`src/rtl/cla_seq_pkg.sv`:
```
// Shared encodings for the nibble-serial adder controller.
package cla_seq_pkg;

  // Width of the shared adder slice; operands are walked through it one nibble at a time.
  localparam int NIB_W = 4;

  typedef enum logic [1:0] {
    IDLE = 2'd0,
    ADD  = 2'd1,
    RESP = 2'd2
  } state_t;

endpackage

```
`src/rtl/cla.sv`:
```
// 4-bit carry-lookahead adder slice. Only the sum is exposed; the carry out
// of bit 3 is reconstructed by the controller.
module cla (
  input  logic [3:0] ain,
  input  logic [3:0] bin,
  input  logic       cin,
  output logic [3:0] s
);

  logic [3:0] g;
  logic [3:0] p;
  logic [3:0] c;

  assign g = ain & bin;
  assign p = ain ^ bin;

  // Lookahead carries into each bit position.
  assign c[0] = cin;
  assign c[1] = g[0] | (p[0] & cin);
  assign c[2] = g[1] | (p[1] & g[0]) | (p[1] & p[0] & cin);
  assign c[3] = g[2] | (p[2] & g[1]) | (p[2] & p[1] & g[0]) | (p[2] & p[1] & p[0] & cin);

  assign s = p ^ c;

endmodule

```
`src/rtl/cla_seq_ctrl.sv`:
```
// Nibble-serial adder controller: round-robin arbitration between two
// requesters, LS-nibble-first addition through one shared 4-bit cla, and a
// valid/ready response port that holds the result until it is taken.
module cla_seq_ctrl
  import cla_seq_pkg::*;
#(
  parameter int W = 16
) (
  input  logic         clk,
  input  logic         rst,
  input  logic         req0_valid,
  output logic         req0_ready,
  input  logic [W-1:0] req0_a,
  input  logic [W-1:0] req0_b,
  input  logic         req0_cin,
  input  logic         req1_valid,
  output logic         req1_ready,
  input  logic [W-1:0] req1_a,
  input  logic [W-1:0] req1_b,
  input  logic         req1_cin,
  output logic         rsp_valid,
  input  logic         rsp_ready,
  output logic         rsp_id,
  output logic [W-1:0] rsp_sum,
  output logic         rsp_cout
);

  localparam int NIB = W / NIB_W;
  localparam int K_W = (NIB > 1) ? $clog2(NIB) : 1;
  localparam logic [K_W-1:0] K_LAST = K_W'(NIB - 1);
  localparam logic [K_W-1:0] K_ONE  = K_W'(1);

  state_t         state;
  logic           last_grant;
  logic [K_W-1:0] k;
  logic [W-1:0]   a_q;
  logic [W-1:0]   b_q;
  logic           carry_q;

  logic           grant0;
  logic           grant1;
  logic [K_W+1:0] base;
  logic [3:0]     nib_a;
  logic [3:0]     nib_b;
  logic [3:0]     nib_s;
  logic           c4;

  // Round-robin choice: a lone requester always wins, a tie goes to the one not served last.
  always_comb begin
    grant0 = 1'b0;
    grant1 = 1'b0;
    if (req0_valid && req1_valid) begin
      grant0 = last_grant;
      grant1 = ~last_grant;
    end else begin
      grant0 = req0_valid;
      grant1 = req1_valid;
    end
  end

  // Ready is only offered in IDLE and never while reset is held.
  assign req0_ready = (state == IDLE) & grant0 & ~rst;
  assign req1_ready = (state == IDLE) & grant1 & ~rst;

  assign base  = {k, 2'b00};
  assign nib_a = a_q[base +: NIB_W];
  assign nib_b = b_q[base +: NIB_W];

  cla u_cla (
    .ain (nib_a),
    .bin (nib_b),
    .cin (carry_q),
    .s   (nib_s)
  );

  // The slice hides its carry; a top-bit carry happened iff both bits were set,
  // or exactly one was set and the sum bit came out 0.
  assign c4 = (nib_a[3] & nib_b[3]) | ((nib_a[3] ^ nib_b[3]) & ~nib_s[3]);

  // Sequencer: accept in IDLE, one nibble per cycle in ADD, hold the result in RESP.
  always_ff @(posedge clk) begin
    if (rst) begin
      state      <= IDLE;
      last_grant <= 1'b1;
      k          <= '0;
      rsp_valid  <= 1'b0;
      rsp_id     <= 1'b0;
      rsp_sum    <= '0;
      rsp_cout   <= 1'b0;
    end else begin
      case (state)
        IDLE: begin
          if (grant0 || grant1) begin
            a_q        <= grant1 ? req1_a : req0_a;
            b_q        <= grant1 ? req1_b : req0_b;
            carry_q    <= grant1 ? req1_cin : req0_cin;
            rsp_id     <= grant1;
            last_grant <= grant1;
            k          <= '0;
            state      <= ADD;
          end
        end
        ADD: begin
          rsp_sum[base +: NIB_W] <= nib_s;
          carry_q                <= c4;
          k                      <= k + K_ONE;
          if (k == K_LAST) begin
            rsp_cout  <= c4;
            rsp_valid <= 1'b1;
            state     <= RESP;
          end
        end
        RESP: begin
          if (rsp_ready) begin
            rsp_valid <= 1'b0;
            state     <= IDLE;
          end
        end
        default: state <= IDLE;
      endcase
    end
  end

endmodule

```
`config.mk`:
```
export PLATFORM = sky130hd
export DESIGN_NAME = cla_seq_ctrl
export DESIGN_NICKNAME = d
export VERILOG_FILES = /design/src/rtl/cla_seq_pkg.sv /design/src/rtl/cla.sv /design/src/rtl/cla_seq_ctrl.sv
export SDC_FILE = /design/constraint.sdc
export NUM_CORES = 1
export LEC_CHECK = 0
export BUFFER_PORTS_ARGS = -buffer_cell sky130_fd_sc_hd__buf_2
export CAP_MARGIN = 20
export CORE_MARGIN = 4
export CORE_UTILIZATION = 50
export CTS_CLUSTER_SIZE = 28
export DETAILED_ROUTE_END_ITERATION = 12
export PLACE_DENSITY = 0.76
export SLEW_MARGIN = 30
export SYNTH_ARGS = -nofsm -noshare
export SYNTH_HDL_FRONTEND = slang
export SYNTH_SLANG_ARGS = --single-unit
```
`constraint.sdc`:
```
create_clock -name clk -period 5.9 [get_ports clk]
set_clock_uncertainty 0.05 [all_clocks]
set_input_delay 0.295 -clock clk [delete_from_list [all_inputs] [get_ports clk]]
set_output_delay 0.295 -clock clk [all_outputs]
set_load 0.05 [all_outputs]
```
==> results.tsv <==
metric	value	unit
outcome	complete, no violations	
grt_pass1_vias	2061	
ys_seq_elements	57	
fin_area	0.003490	mm²
via_per_inst	5.282	
busiest_layer	met2	
placed_cell_area	0.003289	mm²
grt_pass1_wl	9459	µm
met2_usage	27.33	%
wl_per_cell	14.80	µm
cp_cell_sequence	mux4_2 -> ha_1 -> o21ai_0 -> o21bai_1 -> fa_1 -> a22oi_1 -> nor2_1	
grt_max_degree	36	
initial_core_util	51.35	%
io_buffers	91	
drive_gt1_share	50.48	%
leakagePower	1.424	nW
fin_nets	388	
cts_resized	0	
hp-class	in -> reg	
cts_tree	built	
cts_max_level	3	
die_x	82.97	µm
rsz0062_at_grt	false	
drcViolationCount	0	
end_kind	flip-flop	
num_rows	27	
postSynthAreaPerCell	13.19	µm²
ff2ff_path_depth	7	
critPathMaxStageDelay	850	ps
dieArea	0.006884	mm²
io_pins	92	
maxSlewViolCount	0	
cts_setup_buffers	0	
antenna_cells	0	
critical_path_required	6050	ps
syn_to_final_growth	24.18	%
yosysWarnings	0	
hold_viol_final	0	
critPathKind	reg -> reg	
cp_top_family	adder cells	
synth_nets	295	
worstHoldPathCells	3	
cts_hold_buf	0	
power_density	272.1	mW/mm²
clk_latency	330	ps
worstPathMaxFanout	16	
drv_cap	0	
worstMarginPinSlew	804.0	ps
numCtsBuffers	9	
finalCriticalPeriod	3372	ps
yosysSeqAreaShare	52.36	%
clockRootBuffer	clkbuf_8	
drtAntennaViolNets	0	
timing.final.crit_share	57.15	%
vdd_drop_max	156.0	µV
core	0.005473	mm²
routabilityCongestion	0.8290	
grt_antenna_before_repair	0	
path_clk_slew	70	ps
cp-start-kind	flip-flop	
setup_viol	0	
overflow	0	
drt-initial-drc-count	116	
netlist_instances	213	
firstDrtPassIters	5	
use_met3	5.258	%
max-clock-path-buffers	2	
grt_usage	17.38	%
synth_area	0.002810	mm²
worstPathBufferInverterCount	0	
crit_slowest_cell	dfxtp_1	
arrival	3530	ps
vias	2023	
fillers	444	
max_slew_margin	46.33	%
synth_cell_types	39	
use_met1	21.42	%
fin_tns_setup	0	ps
cts.sinks	57	
dp_hpwl	4321	µm
fmax	0.2966	GHz
drt-total-wl	5670	µm
path_depth	7	
fp.dieH	82.97	µm
==> power by group <==
group	switching [W]	internal (W)
logic	0.0000779	0.0000712
registers	0.0000129	0.000444
clock network	0.000154	0.000190
==> registers in the layout (all words and copies together) (netlist names) <==
name / flops
k: 2
rsp_id: 1
rsp_cout: 1
carry_q: 1
state: 2
b_q: 16
rsp_sum: 16
last_grant: 1
a_q: 16
rsp_valid: 1
==> kinds of logic after synthesis <==
kind of cell             Yosys count  synth area share [%]
AO/OA/AOI/OAI                     38                 9.394
XOR/XNOR                           1                0.3117
adder cells (fa/ha/maj)           11                 5.432
buffers and inverters             14                 3.250
flip-flops                        57                 52.36
multiplexers                      41                 19.59
AND/OR/NAND/NOR                   51                 9.661
==> cell type report <==
cell class / instances / area (µm²) / area share, %
Tap cell: 72 / 90.09 / 2.582
Multi-Input combinational cell: 142 / 1254 / 35.93
Inverter: 3 / 11.26 / 0.3227
Timing Repair Buffer: 93 / 478.0 / 13.70
Sequential cell: 57 / 1471 / 42.17
Clock buffer: 9 / 123.9 / 3.550
Clock inverter: 7 / 61.31 / 1.757
==> synthesized netlist by cell type, drive strengths merged <==
cell type  instances  share of area (%)
ha                 9                4.0
and3b              2               0.67
mux2i              1               0.36
nand2b             1               0.49
nor2b              2               0.45
nor4               3                1.2
o21ai              5               0.89
o21bai             3               0.80
clkbuf             3               0.40
buf                8                2.4
a21oi             10                2.2
dfxtp             24                 17
nand4bb            1               0.40
a22oi             14                3.7
fa                 2                1.4
nor3               1               0.18
edfxtp            33                 35
nand2             16                2.1
mux4               8                6.4
or2                1               0.22
mux2              32                 13
and4bb             1               0.45
a211oi             2               0.71
and3               2               0.45
inv                3               0.40
nand3              1               0.18
xor2               1               0.31
o211ai             4                1.1
or3b               1               0.31
nor2              19                2.5
==> tightest hold or removal path, delay by kind of cell <==
family	cells	cell delay, ps
AO/OA/AOI/OAI	1	50
AND/OR/NAND/NOR	1	100
buffers and inverters	1	90
==> per-layer routing <==
metal	up-vias	routed length, µm
met5	-	0
met4	0	133
met3	13	430
met2	97	2543
met1	918	2562
li1	995	-
==> per-stage QoR <==
| stage | setup slack [ps] | util, % | cells | hold slack (ps) | power, W |
|---|---|---|---|---|---|
| 2_1_floorplan | 1708 | - | 213 | 415.5 | 0.0005695 |
| 3_3_place_gp | 2649 | 60.11 | 366 | 396.1 | 0.0006097 |
| 3_5_place_dp | 2511 | 60.11 | 366 | 400.0 | 0.0006136 |
| 4_1_cts | 2514 | 63.49 | 382 | 176.7 | 0.0009576 |
| 5_1_grt | 2357 | 63.76 | 383 | 198.9 | 0.0009912 |
| 6_report | 2528 | 63.76 | 383 | 193.8 | 0.0009495 |
==> worst paths after layout <==
| path | from | to | slack (ps) |
|---|---|---|---|
| hold reg to reg | rsp_cout$_SDFFE_PP0P_ | rsp_cout$_SDFFE_PP0P_ | 410 |
| hold / removal | rsp_ready | state[1]$_SDFFE_PP0P_ | 190 |
| setup reg to reg | k[0]$_SDFFE_PP0P_ | rsp_sum[11]$_SDFFE_PP0P_ | 2530 |
| setup / recovery | k[0]$_SDFFE_PP0P_ | rsp_sum[11]$_SDFFE_PP0P_ | 2530 |
==> cell usage in the layout, fill, tap and decap left out, types with 2 or more instances in the layout <==
cell type and instances:
buf_2 91, edfxtp_1 33, mux2_2 32, dfxtp_1 24, nor2_1 19, nand2_1 16
a22oi_1 14, a21oi_1 9, ha_1 9, clkbuf_8 9, mux4_2 8, o21ai_0 4
o211ai_1 4, clkinv_2 4, o21bai_1 3, inv_1 2, nor2b_1 2, and3_1 2
fa_1 2
(Power assumes the default switching activity.)
